--- src/rtl/ps2_pkg.sv ---
// Shared types and constants for the PS/2 receiver.
package ps2_pkg;

    localparam int unsigned FRAME_BITS         = 8;
    localparam int unsigned FILTER_LEN_DEFAULT = 8;
    localparam int unsigned TIMEOUT_DEFAULT    = 6400;

    typedef enum logic [1:0] {
        StIdle,
        StData,
        StParity,
        StStop
    } ps2_state_e;

    // A frame is accepted when the stop bit is 1 and data plus parity has odd weight.
    function automatic logic frame_ok(logic [FRAME_BITS-1:0] byte_in, logic par, logic stop);
        return stop & (^{byte_in, par});
    endfunction

endpackage

--- src/rtl/ps2_if.sv ---
// PS/2 pins plus received-byte outputs. The device side drives the pins,
// the receiver reads them and reports bytes.
interface ps2_if;
    import ps2_pkg::*;

    logic                  ps2_clk;
    logic                  ps2_data;
    logic [FRAME_BITS-1:0] data;
    logic                  valid;
    logic                  error;

    modport master (
        output ps2_clk,
        output ps2_data,
        input  data,
        input  valid,
        input  error
    );

    modport slave (
        input  ps2_clk,
        input  ps2_data,
        output data,
        output valid,
        output error
    );

endinterface

--- src/rtl/ps2_sync_filter.sv ---
// Synchronises the raw PS/2 clock, debounces it with an all-ones/all-zeros
// filter and emits a registered one-cycle strobe on each filtered falling edge.
module ps2_sync_filter
    import ps2_pkg::*;
#(
    parameter int unsigned FILTER_LEN = FILTER_LEN_DEFAULT
) (
    input  logic clk,
    input  logic reset,
    input  logic ps2_clk_i,
    output logic fall_o
);

    logic [1:0]            sync_q;
    logic [FILTER_LEN-1:0] taps_q;
    logic                  filt_q;
    logic                  filt_d;
    logic                  fall_q;

    // Filtered clock only changes once every tap agrees; otherwise it holds.
    always_comb begin
        filt_d = filt_q;
        if (&taps_q) begin
            filt_d = 1'b1;
        end else if (~|taps_q) begin
            filt_d = 1'b0;
        end
    end

    // Synchroniser, tap shift register, filtered level and fall strobe.
    always_ff @(posedge clk) begin
        if (reset) begin
            sync_q <= 2'b11;
            taps_q <= '1;
            filt_q <= 1'b1;
            fall_q <= 1'b0;
        end else begin
            sync_q <= {sync_q[0], ps2_clk_i};
            taps_q <= {taps_q[FILTER_LEN-2:0], sync_q[1]};
            filt_q <= filt_d;
            fall_q <= filt_q & ~filt_d;
        end
    end

    assign fall_o = fall_q;

endmodule

--- src/rtl/ps2_receiver.sv ---
// PS/2 device-to-host frame receiver: start, 8 data bits LSB first, odd
// parity, stop. Reports each frame as a one-cycle valid or error strobe.
module ps2_receiver
    import ps2_pkg::*;
#(
    parameter int unsigned FILTER_LEN = FILTER_LEN_DEFAULT,
    parameter int unsigned TIMEOUT    = TIMEOUT_DEFAULT
) (
    input logic   clk,
    input logic   reset,
    ps2_if.slave  bus
);

    localparam int unsigned CntW = $clog2(FRAME_BITS);
    localparam int unsigned ToW  = $clog2(TIMEOUT + 1);

    logic                  fall;
    logic [1:0]            dsync_q;
    logic                  din;
    ps2_state_e            state_q, state_d;
    logic [CntW-1:0]       bit_cnt_q, bit_cnt_d;
    logic [FRAME_BITS-1:0] shreg_q, shreg_d;
    logic                  par_q, par_d;
    logic [ToW-1:0]        to_cnt_q, to_cnt_d;
    logic [FRAME_BITS-1:0] data_q, data_d;
    logic                  valid_q, valid_d;
    logic                  error_q, error_d;

    ps2_sync_filter #(
        .FILTER_LEN (FILTER_LEN)
    ) u_clk_filter (
        .clk       (clk),
        .reset     (reset),
        .ps2_clk_i (bus.ps2_clk),
        .fall_o    (fall)
    );

    assign din = dsync_q[1];

    // Frame FSM: next state, shift/parity capture, timeout and result strobes.
    always_comb begin
        state_d   = state_q;
        bit_cnt_d = bit_cnt_q;
        shreg_d   = shreg_q;
        par_d     = par_q;
        to_cnt_d  = to_cnt_q;
        data_d    = data_q;
        valid_d   = 1'b0;
        error_d   = 1'b0;

        if (state_q != StIdle) begin
            to_cnt_d = to_cnt_q + 1'b1;
        end

        unique case (state_q)
            StIdle: begin
                if (fall && !din) begin
                    state_d   = StData;
                    bit_cnt_d = '0;
                    to_cnt_d  = '0;
                end
            end
            StData: begin
                if (fall) begin
                    shreg_d   = {din, shreg_q[FRAME_BITS-1:1]};
                    bit_cnt_d = bit_cnt_q + 1'b1;
                    to_cnt_d  = '0;
                    if (bit_cnt_q == CntW'(FRAME_BITS - 1)) begin
                        state_d = StParity;
                    end
                end
            end
            StParity: begin
                if (fall) begin
                    par_d    = din;
                    to_cnt_d = '0;
                    state_d  = StStop;
                end
            end
            StStop: begin
                if (fall) begin
                    to_cnt_d = '0;
                    state_d  = StIdle;
                    if (frame_ok(shreg_q, par_q, din)) begin
                        valid_d = 1'b1;
                        data_d  = shreg_q;
                    end else begin
                        error_d = 1'b1;
                    end
                end
            end
            default: state_d = StIdle;
        endcase

        // Clock stalled mid-frame: abandon the partial byte.
        if (state_q != StIdle && !fall && to_cnt_q == ToW'(TIMEOUT - 1)) begin
            state_d  = StIdle;
            to_cnt_d = '0;
            error_d  = 1'b1;
        end
    end

    // State registers and the plain data-pin synchroniser.
    always_ff @(posedge clk) begin
        if (reset) begin
            dsync_q   <= 2'b11;
            state_q   <= StIdle;
            bit_cnt_q <= '0;
            shreg_q   <= '0;
            par_q     <= 1'b0;
            to_cnt_q  <= '0;
            data_q    <= '0;
            valid_q   <= 1'b0;
            error_q   <= 1'b0;
        end else begin
            dsync_q   <= {dsync_q[0], bus.ps2_data};
            state_q   <= state_d;
            bit_cnt_q <= bit_cnt_d;
            shreg_q   <= shreg_d;
            par_q     <= par_d;
            to_cnt_q  <= to_cnt_d;
            data_q    <= data_d;
            valid_q   <= valid_d;
            error_q   <= error_d;
        end
    end

    assign bus.data  = data_q;
    assign bus.valid = valid_q;
    assign bus.error = error_q;

endmodule

--- src/flat_wrapper.sv ---
// flat-port wrapper written by rule: the top's interface ports become plain ports
module ps2_receiver_flat import ps2_pkg::*;
#(
    parameter int unsigned FILTER_LEN = FILTER_LEN_DEFAULT,
    parameter int unsigned TIMEOUT    = TIMEOUT_DEFAULT
)
  (clk, reset, bus_ps2_clk, bus_ps2_data, bus_data, bus_valid, bus_error);
  ps2_if bus_i ();
  input logic clk;
  input logic reset;
  input wire logic [$bits(bus_i.ps2_clk)-1:0] bus_ps2_clk;
  input wire logic [$bits(bus_i.ps2_data)-1:0] bus_ps2_data;
  output wire logic [$bits(bus_i.data)-1:0] bus_data;
  output wire logic [$bits(bus_i.valid)-1:0] bus_valid;
  output wire logic [$bits(bus_i.error)-1:0] bus_error;
  assign bus_i.ps2_clk = bus_ps2_clk;
  assign bus_i.ps2_data = bus_ps2_data;
  assign bus_data = bus_i.data;
  assign bus_valid = bus_i.valid;
  assign bus_error = bus_i.error;
  ps2_receiver #(.FILTER_LEN(FILTER_LEN), .TIMEOUT(TIMEOUT)) u_core (.clk(clk), .reset(reset), .bus(bus_i));
endmodule
--- config.mk ---
export PLATFORM = sky130hd
export DESIGN_NAME = ps2_receiver_flat
export DESIGN_NICKNAME = d
export VERILOG_FILES = /design/src/rtl/ps2_pkg.sv /design/src/rtl/ps2_if.sv /design/src/rtl/ps2_sync_filter.sv /design/src/rtl/ps2_receiver.sv /design/src/flat_wrapper.sv
export SDC_FILE = /design/constraint.sdc
export NUM_CORES = 1
export LEC_CHECK = 0
export ABC_CLOCK_PERIOD_IN_PS = 2000
export CAP_MARGIN = 20
export CORE_MARGIN = 2
export CORE_UTILIZATION = 51
export CTS_CLUSTER_DIAMETER = 40
export CTS_CLUSTER_SIZE = 10
export DETAILED_ROUTE_END_ITERATION = 10
export GPL_TIMING_DRIVEN = 0
export PLACE_DENSITY = 0.74
export SETUP_SLACK_MARGIN = 0.2
export SLEW_MARGIN = 20
export SYNTH_ARGS = -nofsm -noshare
export SYNTH_HDL_FRONTEND = slang
export SYNTH_SLANG_ARGS = --single-unit
--- constraint.sdc ---
create_clock -name clk -period 2 [get_ports clk]
set_input_delay 0.3 -clock clk [delete_from_list [all_inputs] [get_ports clk]]
set_output_delay 0.3 -clock clk [all_outputs]
set_load 0.1 [all_outputs]
### Word-level counts from Yosys, hierarchy flattened

Cells that the tools add are included.

* bits in registers: 51
* bits in latches: 0
* memory bits (writable): 0
* ROM bits: 0
* input port bits: 4
* output and inout bits: 10
* memories: 0

* add/subtract/negate cells: 2
* multiply operators: 0
* div/mod/pow operators: 0
* order comparisons: 0
* equality and inequality tests: 10
* shift operators: 0
* muxes and demuxes: 20
* bitwise operators: 5
* reduce and logical (&&, ||, !) cells: 19

Operators by type and width (number)
* $mux 13: 3
* $pmux 13 s2: 1
* $add 13x1->13 const B: 1
* $eq 13x13->1 const B: 1
* $mux 2: 5
* $reduce_xor 9->1: 1
* $pmux 2 s4: 1
* $reduce_and 8->1: 1
* $reduce_or 8->1: 1
* $mux 1: 7
* $mux 3: 2
* $ne 2x2->1 const B: 3
* $pmux 3 s2: 1
* $reduce_and 3->1: 2
* $reduce_or 3->1: 2
* $reduce_and 5->1: 1
* $eq 2x2->1 const B: 2
* $ne 2x1->1 const B: 2
* $reduce_and 2->1: 2
* $reduce_bool 2->1: 2
* $add 3x1->3 const B: 1
* $eq 3x3->1 const B: 1
* $logic_and 1x1->1: 3
* $not 1->1: 3
* 5 further kinds: 7

### Longest topological paths before layout

* word-level depth: 6
* mapped depth: 8

### Cells and area by module

Synthesis repeated with hierarchy kept, for this count alone.

* cell total of the unflattened synthesis: 258
* area total of the unflattened synthesis: 2343.5 um^2

Modules (own cells, without submodules)
* ps2_receiver: times used 1, cells an instance 226, area each 1954.4 um^2, seq. area each 780.7 um^2
* ps2_sync_filter: times used 1, cells an instance 32, area each 389.1 um^2, seq. area each 240.2 um^2

### Worst setup path after synthesis

OpenSTA, ideal clock, no wires.

* kind: flip-flop to flip-flop
* start: register u_core.state_q[0]
* end: register u_core.to_cnt_q[0]
* setup time: 0.128 ns
* arrival: 1.693 ns
* required time: 1.872 ns
* slack: 0.179 ns
* stages on the path, launching flop included: 9
* period minus slack after synthesis: 1.821 ns
* path through: dfxtp_1 inv_1 ha_1 clkbuf_1 nor3_1 nand4_1 o21bai_1 clkbuf_1 nor2_1

* cells in the longest elaborated chain, start to end: 4
* elaborated cells between the ends (all ways): 13
* classes of those cells: eq/ne: 3; mux: 4; reduce/logical: 6

RTL lines
* start, declared: line ps2_receiver.sv:20 `ps2_state_e state_q, state_d;`
* start signal, assigned: line ps2_receiver.sv:107 `state_q <= StIdle;`
* start signal, assigned: line ps2_receiver.sv:117 `state_q <= state_d;`
* $reduce_bool 2->1: line ps2_receiver.sv:51, ps2_receiver.sv:96
* $mux 13 or $logic_and 1x1->1 (tied branches): line ps2_receiver.sv:51, ps2_receiver.sv:96
* $mux 13, or another cell as far along: line ps2_receiver.sv:64, ps2_receiver.sv:74, ps2_receiver.sv:81
* $pmux 13 s2 or $reduce_or 2->1 (tied branches)
* end signal, assigned: line ps2_receiver.sv:121 `to_cnt_q <= to_cnt_d;`
* end, declared: line ps2_receiver.sv:24 `logic [ToW-1:0] to_cnt_q, to_cnt_d;`

Several ways; a longest one is shown, not always the timed one.
A chain may end at the register's enable or synchronous reset.

### Worst setup path after layout

* start: register u_core.error_q (netlist: u_core.bus.error)
* end: output bus_error

RTL lines
* start, declared: line ps2_receiver.sv:27 `logic error_q, error_d;`
* start signal, assigned: line ps2_receiver.sv:124 `error_q <= error_d;`
* end, declared: line flat_wrapper.sv:15 `output wire logic [$bits(bus_i.error)-1:0] bus_error;`

No word-level cell between the ends.

==> results.toml <==
[clock_tree]
clk_path_buf_depth = 2
cts_made_buffers = 5
tritoncts = "yes"
clk_latency_ns = 0.30
cts_root_buf = "clkbuf_8"
h-tree-depth = 2
clk_pin_slew_ns = 0.09
hold_buffers = 0
clkSinkCount = 51

[placed_design]
place_inst = 317
dp_hpwl_mm = 3.01
place.gp.congestion = 0.844
portBuffers = 13

[setup_path]
end_kind = "output pin"
crit_family = "buffers and inverters"
path_depth = 1
crit_chain = "dlygate4sd2_1"
cp_data_required_time_ns = 1.70
r2r-end = "u_core.bus.data[3]"
ff2ff_setup_slack_ns = 0.26
r2r_cells = 5
critical_path_class = "flip-flop to output pin"
startpoint_type = "flip-flop"
timing.rr.start = "u_core.shreg_q[5]"
cp_slowest_cell = "dlygate4sd2_1"
cp_max_fo = 1
setup.worst_path.start = "u_core.bus.error"
slowest_delay_ns = 0.84
worst_ep_arrival_time_ns = 1.44
cp-endpoint = "bus_error"
critPathBufInv = 1

[timing]
rsz0062_at_grt = "true"
layout_min_cycle_time_ns = 1.74
worst_pin_slew_ns = 0.948
finalMaxSlewViolations = 0
hold_viol = 0
fin_skew_ns = 0.00909
setup_violations = 0
period_share_pct = 87.2
max_freq_mhz = 574
timing.slew.headroom_pct = 37.0

[global_route]
grt_overflow_total = 0
grt_pass1_vias = 1716
grt_max_degree = 16
grt_pass1_wl_mm = 7.87
grt_usage_pct = 19.2
antenna_found_initial = 0

[status]
outcome = "completed"

[finish]
seq_area_um2 = 1020
fillerInstances = 373
antennaDiodeCount = 0
syn2layout_area_growth_pct = 18.2
multi_input_area_um2 = 1250
drive_gt1_share_pct = 21.0
stdcell_count = 333
nets = 292
final_util_pct = 62.2

[yosys]
synth_warnings = 0
ys_ff_latch = 51
synth_area_leaders = "dfxtp_1, mux2i_1, a21oi_1"
yosysTopAreaCell = "dfxtp_1"
synth_most_common_cell = "dfxtp_1"
syn_inst = 252
syn_area_um2 = 2290
synthArstFlopShare_pct = 0
synthFlopType = "dfxtp_1"
synth_commonest_cells = "dfxtp_1, a21oi_1, nor2_1"
synth_top_area_share_pct = 44.5
seq_area_frac_synth_pct = 44.5
syn-num-nets = 263
synthDistinctLibCells = 41
synth_edf_count = 0
syn_avg_cell_area_um2 = 9.10

[drt]
vias_per_cell = 5.52
drc = 0
ant_nets = 0
drt_iter0_drc = 133
vias = 1839
drt-total-wl_mm = 4.59
drtPass1Iterations = 4
wl_per_cell_um = 13.8

[power_and_ir_drop]
p_per_area_nw_per_um2 = 649
irDropWorstVdd_v = 0.000445
p_leak_uw = 0.00103

[hold_path]
hp-class = "flip-flop to flip-flop"

[floorplan]
dieArea_um2 = 5050
start_util_pct = 52.7
rows = 24
die_x_um = 71.1
io_pins = 14
core_area_um2 = 4350
die_h_um = 71.1

[flow_run]
cap_violations = 0
-- metal layers --
metal | wire length, um | GRT usage, % | up-vias
met5 | 0 | 0 | -
met4 | 38 | 5.66 | 0
met3 | 113 | 4.42 | 5
met2 | 2220 | 31.8 | 31
met1 | 2220 | 25.0 | 869
li1 | - | - | 934
-- placed cells by master (no fill, tap or decap), types with 3 or more instances in the layout --
cell             netlist  final
mux2i_1               12     12
and2_1                 4      4
or2_2                 13     12
or2b_1                 4      4
or3_1                  4      3
nand2b_1              14     14
a21oi_1               22     21
clkdlybuf4s50_1        0      3
a22oi_1                3      3
clkbuf_1              11      6
dfxtp_1               51     48
clkbuf_2               0     10
nor2_1                16     16
nor3b_1                3      3
nor2b_1                5      5
nand4_1                6      6
o21ai_0               12     11
nor3_1                 4      4
buf_4                  0      8
ha_1                   7      5
xnor2_1                3      3
or4_1                  3      3
clkbuf_8               0      7
nand3_1               13     13
nand2_1               15     15
dfxtp_2                0      3
-- flip-flops by register name, summed over array words and instances, names as in the netlist --
name                        count
u_core.state_q                  2
u_core.dsync_q                  2
u_core.u_clk_filter.fall_o      1
u_core.u_clk_filter.filt_q      1
u_core.bus.error                1
u_core.u_clk_filter.taps_q      8
u_core.u_clk_filter.sync_q      2
u_core.to_cnt_q                13
u_core.shreg_q                  8
u_core.bus.data                 8
u_core.bit_cnt_q                3
u_core.bus.valid                1
u_core.par_q                    1
-- cells by family (layout without fill, tap and decap cells) --
family / count (synthesis) / count (layout) / share of synthesized area (%)
simple gates: 112 / 112 / 27.4
fa+ha+maj: 7 / 7 / 3.82
mux: 13 / 13 / 6.22
xor+xnor: 7 / 7 / 3.98
flops: 51 / 51 / 44.5
compound gates: 46 / 46 / 11.4
buf+inv: 16 / 45 / 2.62
-- worst min-delay path by stage --
stage,slack (ns),cells past startpoint,start,to
2_1_floorplan,0.39,1,u_core.dsync_q[0],u_core.dsync_q[1]
3_3_place_gp,0.39,1,u_core.u_clk_filter.sync_q[1],u_core.u_clk_filter.taps_q[0]
3_5_place_dp,0.40,1,u_core.u_clk_filter.sync_q[0],u_core.u_clk_filter.sync_q[1]
4_1_cts,0.43,1,u_core.u_clk_filter.sync_q[1],u_core.u_clk_filter.taps_q[0]
5_1_grt,0.44,1,u_core.u_clk_filter.sync_q[1],u_core.u_clk_filter.taps_q[0]
6_report,0.42,1,u_core.u_clk_filter.sync_q[1],u_core.u_clk_filter.taps_q[0]
-- through the flow --
stage	TNS [ns]	cell area, um2	power, uW	worst slack [ns]	hold WS [ns]
after detailed placement	-1.81	2490	1080	-0.183	0.402
after global routing	0	2710	1820	0.197	0.439
after floorplan	0	2300	1070	0.237	0.389
after global placement	-1.45	2490	1080	-0.145	0.393
final	0	2710	1760	0.256	0.424
after CTS	0	2690	1780	0.201	0.429
-- cell type report --
| cell class | count | area share (%) |
|---|---|---|
| Buffer | 12 | 3.05 |
| Clock buffer | 5 | 2.54 |
| Clock inverter | 2 | 1.39 |
| Inverter | 4 | 0.554 |
| Multi-Input combinational cell | 185 | 46.0 |
| Sequential cell | 51 | 37.8 |
| Tap cell | 52 | 2.40 |
| Timing Repair Buffer | 22 | 6.23 |
-- what timing repair did --
| item | CTS | global route |
|---|---|---|
| setup endpoints to repair | 37 | 33 |
| pin swaps | 2 | 2 |
| buffers inserted | 4 | 5 |
| gates resized for setup | 34 | 24 |
-- report_power, final --
part | leakage, uW | switching [uW] | internal [uW]
Clock | 0.0000502 | 327 | 366
Combinational | 0.000566 | 22.7 | 21.9
Sequential | 0.000414 | 2.69 | 1020
Total | 0.00103 | 352 | 1410
(Power assumes the default switching activity.)
==> RTL change 1: new RTL, same flow settings <==
The package constant `FILTER_LEN_DEFAULT` goes from 8 to 4.
--- a/src/rtl/ps2_pkg.sv
+++ b/src/rtl/ps2_pkg.sv
@@ -2,7 +2,7 @@
 package ps2_pkg;
 
     localparam int unsigned FRAME_BITS         = 8;
-    localparam int unsigned FILTER_LEN_DEFAULT = 8;
+    localparam int unsigned FILTER_LEN_DEFAULT = 4;
     localparam int unsigned TIMEOUT_DEFAULT    = 6400;
 
     typedef enum logic [1:0] {
Behaviour: no difference found for any inputs over 10 cycles, from zero or initial values and one cycle with reset high; that may be too few to reach the edited logic, so the function may still have changed.
==> RTL change 1 against the original RTL <==
Wire length is 7.6% higher; worst hold slack worse by 0.0031 ns; design area is 3.5% higher; via count is 0.11% lower; setup slack worse by 0.25 ns; critical endpoint is now u_core.to_cnt_q[11]; cell count is 1.2% lower; synthesized area is 4.0% lower; sequential cell count is 4 lower.
Power is not compared: it rests on default switching activity, and its combinational part moved more than twofold at a synthesized area within 25%.
==> RTL change 1: results (changes against the original RTL) <==
Non-clock buffers=41 (+21%); Non-clk invs=7 (+3); Tot GR Track Use=20.1% (+0.95 points); Data buffer area share=12.6% (+3.3 points); met1 Use GR=24.6% (-0.41 points); r2r startpoint=u_core.state_q[1]; Synth Net Count=251 (-4.6%); CP Max Fanout=5 (+4); global routing usage on met2=34.2% (+2.4 points); 1st-iter DRT viols=107 (-20%); Placed Cells=303 (-4.4%); global-route wire length before repair=7940 um (+0.95%); Netlist cell types=45 (+9.8%); Critical Path Max Stage Delay=0.52 ns (-0.32 ns); fillers=318 (-15%); register area=952 um2 (-7.1%); clock buf count=6 (+1); Post-Syn Area=0.00220 mm2 (-4.0%); layout cells sized above 1=28.7% (+7.7 points); Worst Skew=0.0117 ns (+0.00261 ns); post_cts resized=24 (-29%); DP HPWL=3060 um (+1.6%); slowest CP cell=or4_4; Final GP Congestion=0.799 (-5.3%); DR WL met3=196 um (+73%); met2 wire len=2470 um (+11%); Hold Path End=u_core.dsync_q[1]; Post-Route WL=4940 um (+7.6%); run status=finished clean; GR Util met3=4.94% (+0.53 points); Mean Syn Cell Area=9.17 um2 (+0.76%); footprint of the multi-input gates=0.00131 mm2 (+5.1%)
## RTL change 1: cell count changes in the layout (fill, tap and decap cells not counted), moves of 3 or more
cell and change:
nor3b_1 -3, ha_4 +3, nand4_1 -5, or2_2 -3, nor2_1 -5, nand2_1 +5
buf_4 +5, dfxtp_1 -6, or4_4 +3, nand2b_1 +5, inv_1 +3, or2b_1 -4
## RTL change 1: cells by family (layout without fill, tap and decap cells)
| group | after synthesis | count (layout) | share of synthesized area [%] |
|---|---|---|---|
| flip-flops | 47 | 47 | 42.8 |
| adder cells (fa/ha/maj) | 7 | 7 | 3.98 |
| AND/OR/NAND/NOR | 101 | 101 | 26.2 |
| XOR/XNOR | 6 | 6 | 3.70 |
| AO/OA/AOI/OAI | 49 | 49 | 13.6 |
| buffers and inverters | 17 | 56 | 3.30 |
| multiplexers | 13 | 13 | 6.48 |
## RTL change 1: worst max path at each step
stage / from / cells past startpoint / end / slack [ns]
6_report: u_core.state_q[1] / 7 / u_core.to_cnt_q[11] / 0.008
5_1_grt: u_core.state_q[1] / 7 / u_core.to_cnt_q[11] / -0.03
4_1_cts: u_core.state_q[1] / 7 / u_core.to_cnt_q[11] / 0.04
3_5_place_dp: u_core.state_q[1] / 7 / u_core.to_cnt_q[11] / -0.08
3_3_place_gp: u_core.state_q[0] / 7 / u_core.to_cnt_q[11] / -0.06
2_1_floorplan: u_core.state_q[0] / 7 / u_core.to_cnt_q[11] / 0.02
## RTL change 1: report_power, final
group          total (mW)  internal, mW  leakage (nW)  switching (mW)
Clock               0.607         0.282        0.0474           0.324
Sequential          0.989         0.963         0.383          0.0260
Combinational       0.489         0.222         0.616           0.267
Total                2.08          1.47          1.05           0.617
==> RTL change 2: new RTL, same flow settings <==
Without the edit above. `shreg_q` and `data_q` no longer have a reset.
--- a/src/rtl/ps2_receiver.sv
+++ b/src/rtl/ps2_receiver.sv
@@ -106,23 +106,24 @@
             dsync_q   <= 2'b11;
             state_q   <= StIdle;
             bit_cnt_q <= '0;
-            shreg_q   <= '0;
             par_q     <= 1'b0;
             to_cnt_q  <= '0;
-            data_q    <= '0;
             valid_q   <= 1'b0;
             error_q   <= 1'b0;
         end else begin
             dsync_q   <= {dsync_q[0], bus.ps2_data};
             state_q   <= state_d;
             bit_cnt_q <= bit_cnt_d;
-            shreg_q   <= shreg_d;
             par_q     <= par_d;
             to_cnt_q  <= to_cnt_d;
-            data_q    <= data_d;
             valid_q   <= valid_d;
             error_q   <= error_d;
         end
+    end
+
+    always_ff @(posedge clk) begin
+        shreg_q <= shreg_d;
+        data_q  <= data_d;
     end
 
     assign bus.data  = data_q;
Function: same outputs for any inputs over 10 cycles, from zero or initial values and one cycle with reset high; that may be too few to reach the edited logic, so the function may still have changed.
==> RTL change 2 against the original RTL <==
Setup slack lost 0.056 ns; synthesized area shrank 4.3%; sequential cell count is the same; wire length shrank 7.6%; worst hold slack lost 0.0050 ns; via count shrank 11%; design area shrank 3.8%; die area shrank 4.0%; highest routed layer unchanged.
Power is not compared: it rests on default switching activity, and its combinational part moved more than twofold at a synthesized area within 25%.
==> RTL change 2: results (changes against the original RTL) <==
top post-synthesis cells by area=dfxtp_1 32%, edfxtp_1 22%, ha_1 4.6%; Leak=0.941 nW; Tot GR Track Use=17.5% (-1.6 points); ANT cells=0 (unchanged); Tightest Pin Transition=0.943 ns (-0.00457 ns); Netlist cell types=47 (+15%); worst hold margin=0.418 ns (-0.00503 ns); Worst EP arrival=1.81 ns (+0.37 ns); Mean Syn Cell Area=10.8 um2 (+18%); top post-synthesis cells by count=35 x dfxtp_1, 16 x edfxtp_1, 13 x a21oi_1, 13 x nor2_1, 12 x or2_2; Worst Skew=0.0137 ns (+0.00462 ns); Skew-Pair Late Insertion Delay=0.32 ns (+0.02 ns); global-route wire length before repair=6700 um (-15%); initial antenna violation count=0 (unchanged); routed length per instance=15.0 um (+8.7%); drt pass-1 iters=4 (unchanged); 1st-iter DRT viols=125 (-6.0%); H-Tree Depth=2 (unchanged); Reg clk slew, reported paths=0.10 ns; Worst Hold Class=flop to flop; fillers=331 (-11%); hold_sp=u_core.dsync_q[0]; run status=finished clean; Hold Path End=u_core.dsync_q[1]; CP Max Fanout=8 (+7); Final GP Congestion=0.859 (+1.8%); largest net degree at the start of global routing=19 (+3); fin nets=244 (-16%); flop2flop setup slack=0.20 ns (-0.06 ns); vias in the first global route=1469 (-14%); cell area after layout=0.00261 mm2 (-3.8%); Crit Reg-Reg Endpoint=u_core.bus.data[2]; CTS root buffer=clkbuf_8; Placed Instance Area=0.00239 mm2 (-4.0%); YS warnings=0 (unchanged); port bufs=13 (unchanged); Synth Net Count=216 (-18%); slowest CP cell=xnor3_2; number of non-filler instances in the completed layout=283 (-15%); r2r startpoint=u_core.shreg_q[6]; sequential area share after synthesis=53.8% (+9.3 points); Placed Cells=267 (-16%); Critical Path Max Stage Delay=0.47 ns (-0.37 ns); layout cells sized above 1=25.8% (+4.8 points); Setup WS pre-CTS=-0.0354 ns (+0.148 ns); maximum vdd drop=0.560 mV; Post-synth EDFFs=16 (+16); most flop-heavy register=u_core.to_cnt_q; DP HPWL=2680 um (-11%); max FFs per register=13 (unchanged); WHS Path Cells=1 (unchanged); top cell family by delay on the critical path=XOR/XNOR gates; Vias/cell=5.77 (+4.6%); R2R cell count=4 (-1); Post-synth ARST share=0% (unchanged)
-- RTL change 2: per-layer routing --
metal,up-vias,part of all wire [%],global-route usage [%]
li1,796,-,-
met1,796,46,22.3
met2,32,48,28.2
met3,10,3.4,4.22
met4,0,2.1,8.12
met5,-,0,0
-- RTL change 2: area by class of cell --
cell class                      count  share of cell area (%)
Multi-Input combinational cell    140                    40.3
Clock inverter                      3                    1.01
Tap cell                           50                    2.40
Buffer                              8                    1.73
Inverter                            5                   0.720
Timing Repair Buffer               21                    5.81
Clock buffer                        5                    2.64
Sequential cell                    51                    45.4
-- RTL change 2: repair_timing --
action	4_1_cts	5_1_grt
pin swaps	6	2
setup buffers	5	2
setup endpoints to repair	37	34
gates resized for setup	24	27
cloned	0	1
-- RTL change 2: logic make-up after synthesis --
| kind of cell | share of synthesized area [%] |
|---|---|
| multiplexers | 1.37 |
| adder cells (fa/ha/maj) | 4.56 |
| buffers and inverters | 2.68 |
| flip-flops | 53.8 |
| XOR/XNOR | 4.22 |
| AO/OA/AOI/OAI | 11.7 |
| AND/OR/NAND/NOR | 21.7 |
-- RTL change 2: worst max path at each step --
stage / startpoint / end / slack, ns
global route: u_core.shreg_q[5] / u_core.bus.data[0] / 0.12
CTS: u_core.shreg_q[3] / u_core.bus.data[1] / 0.15
floorplan: u_core.shreg_q[1] / u_core.bus.data[0] / 0.22
global placement: u_core.state_q[0] / u_core.to_cnt_q[11] / 0.02
detailed placement: u_core.shreg_q[1] / u_core.bus.data[0] / -0.04
finish: u_core.shreg_q[6] / u_core.bus.data[2] / 0.20
-- RTL change 2: where the power goes --
group	internal [mW]	total, mW	switching [mW]
sequential	1.07	1.09	0.0129
combinational	0.0970	0.229	0.132
clock	0.258	0.626	0.368
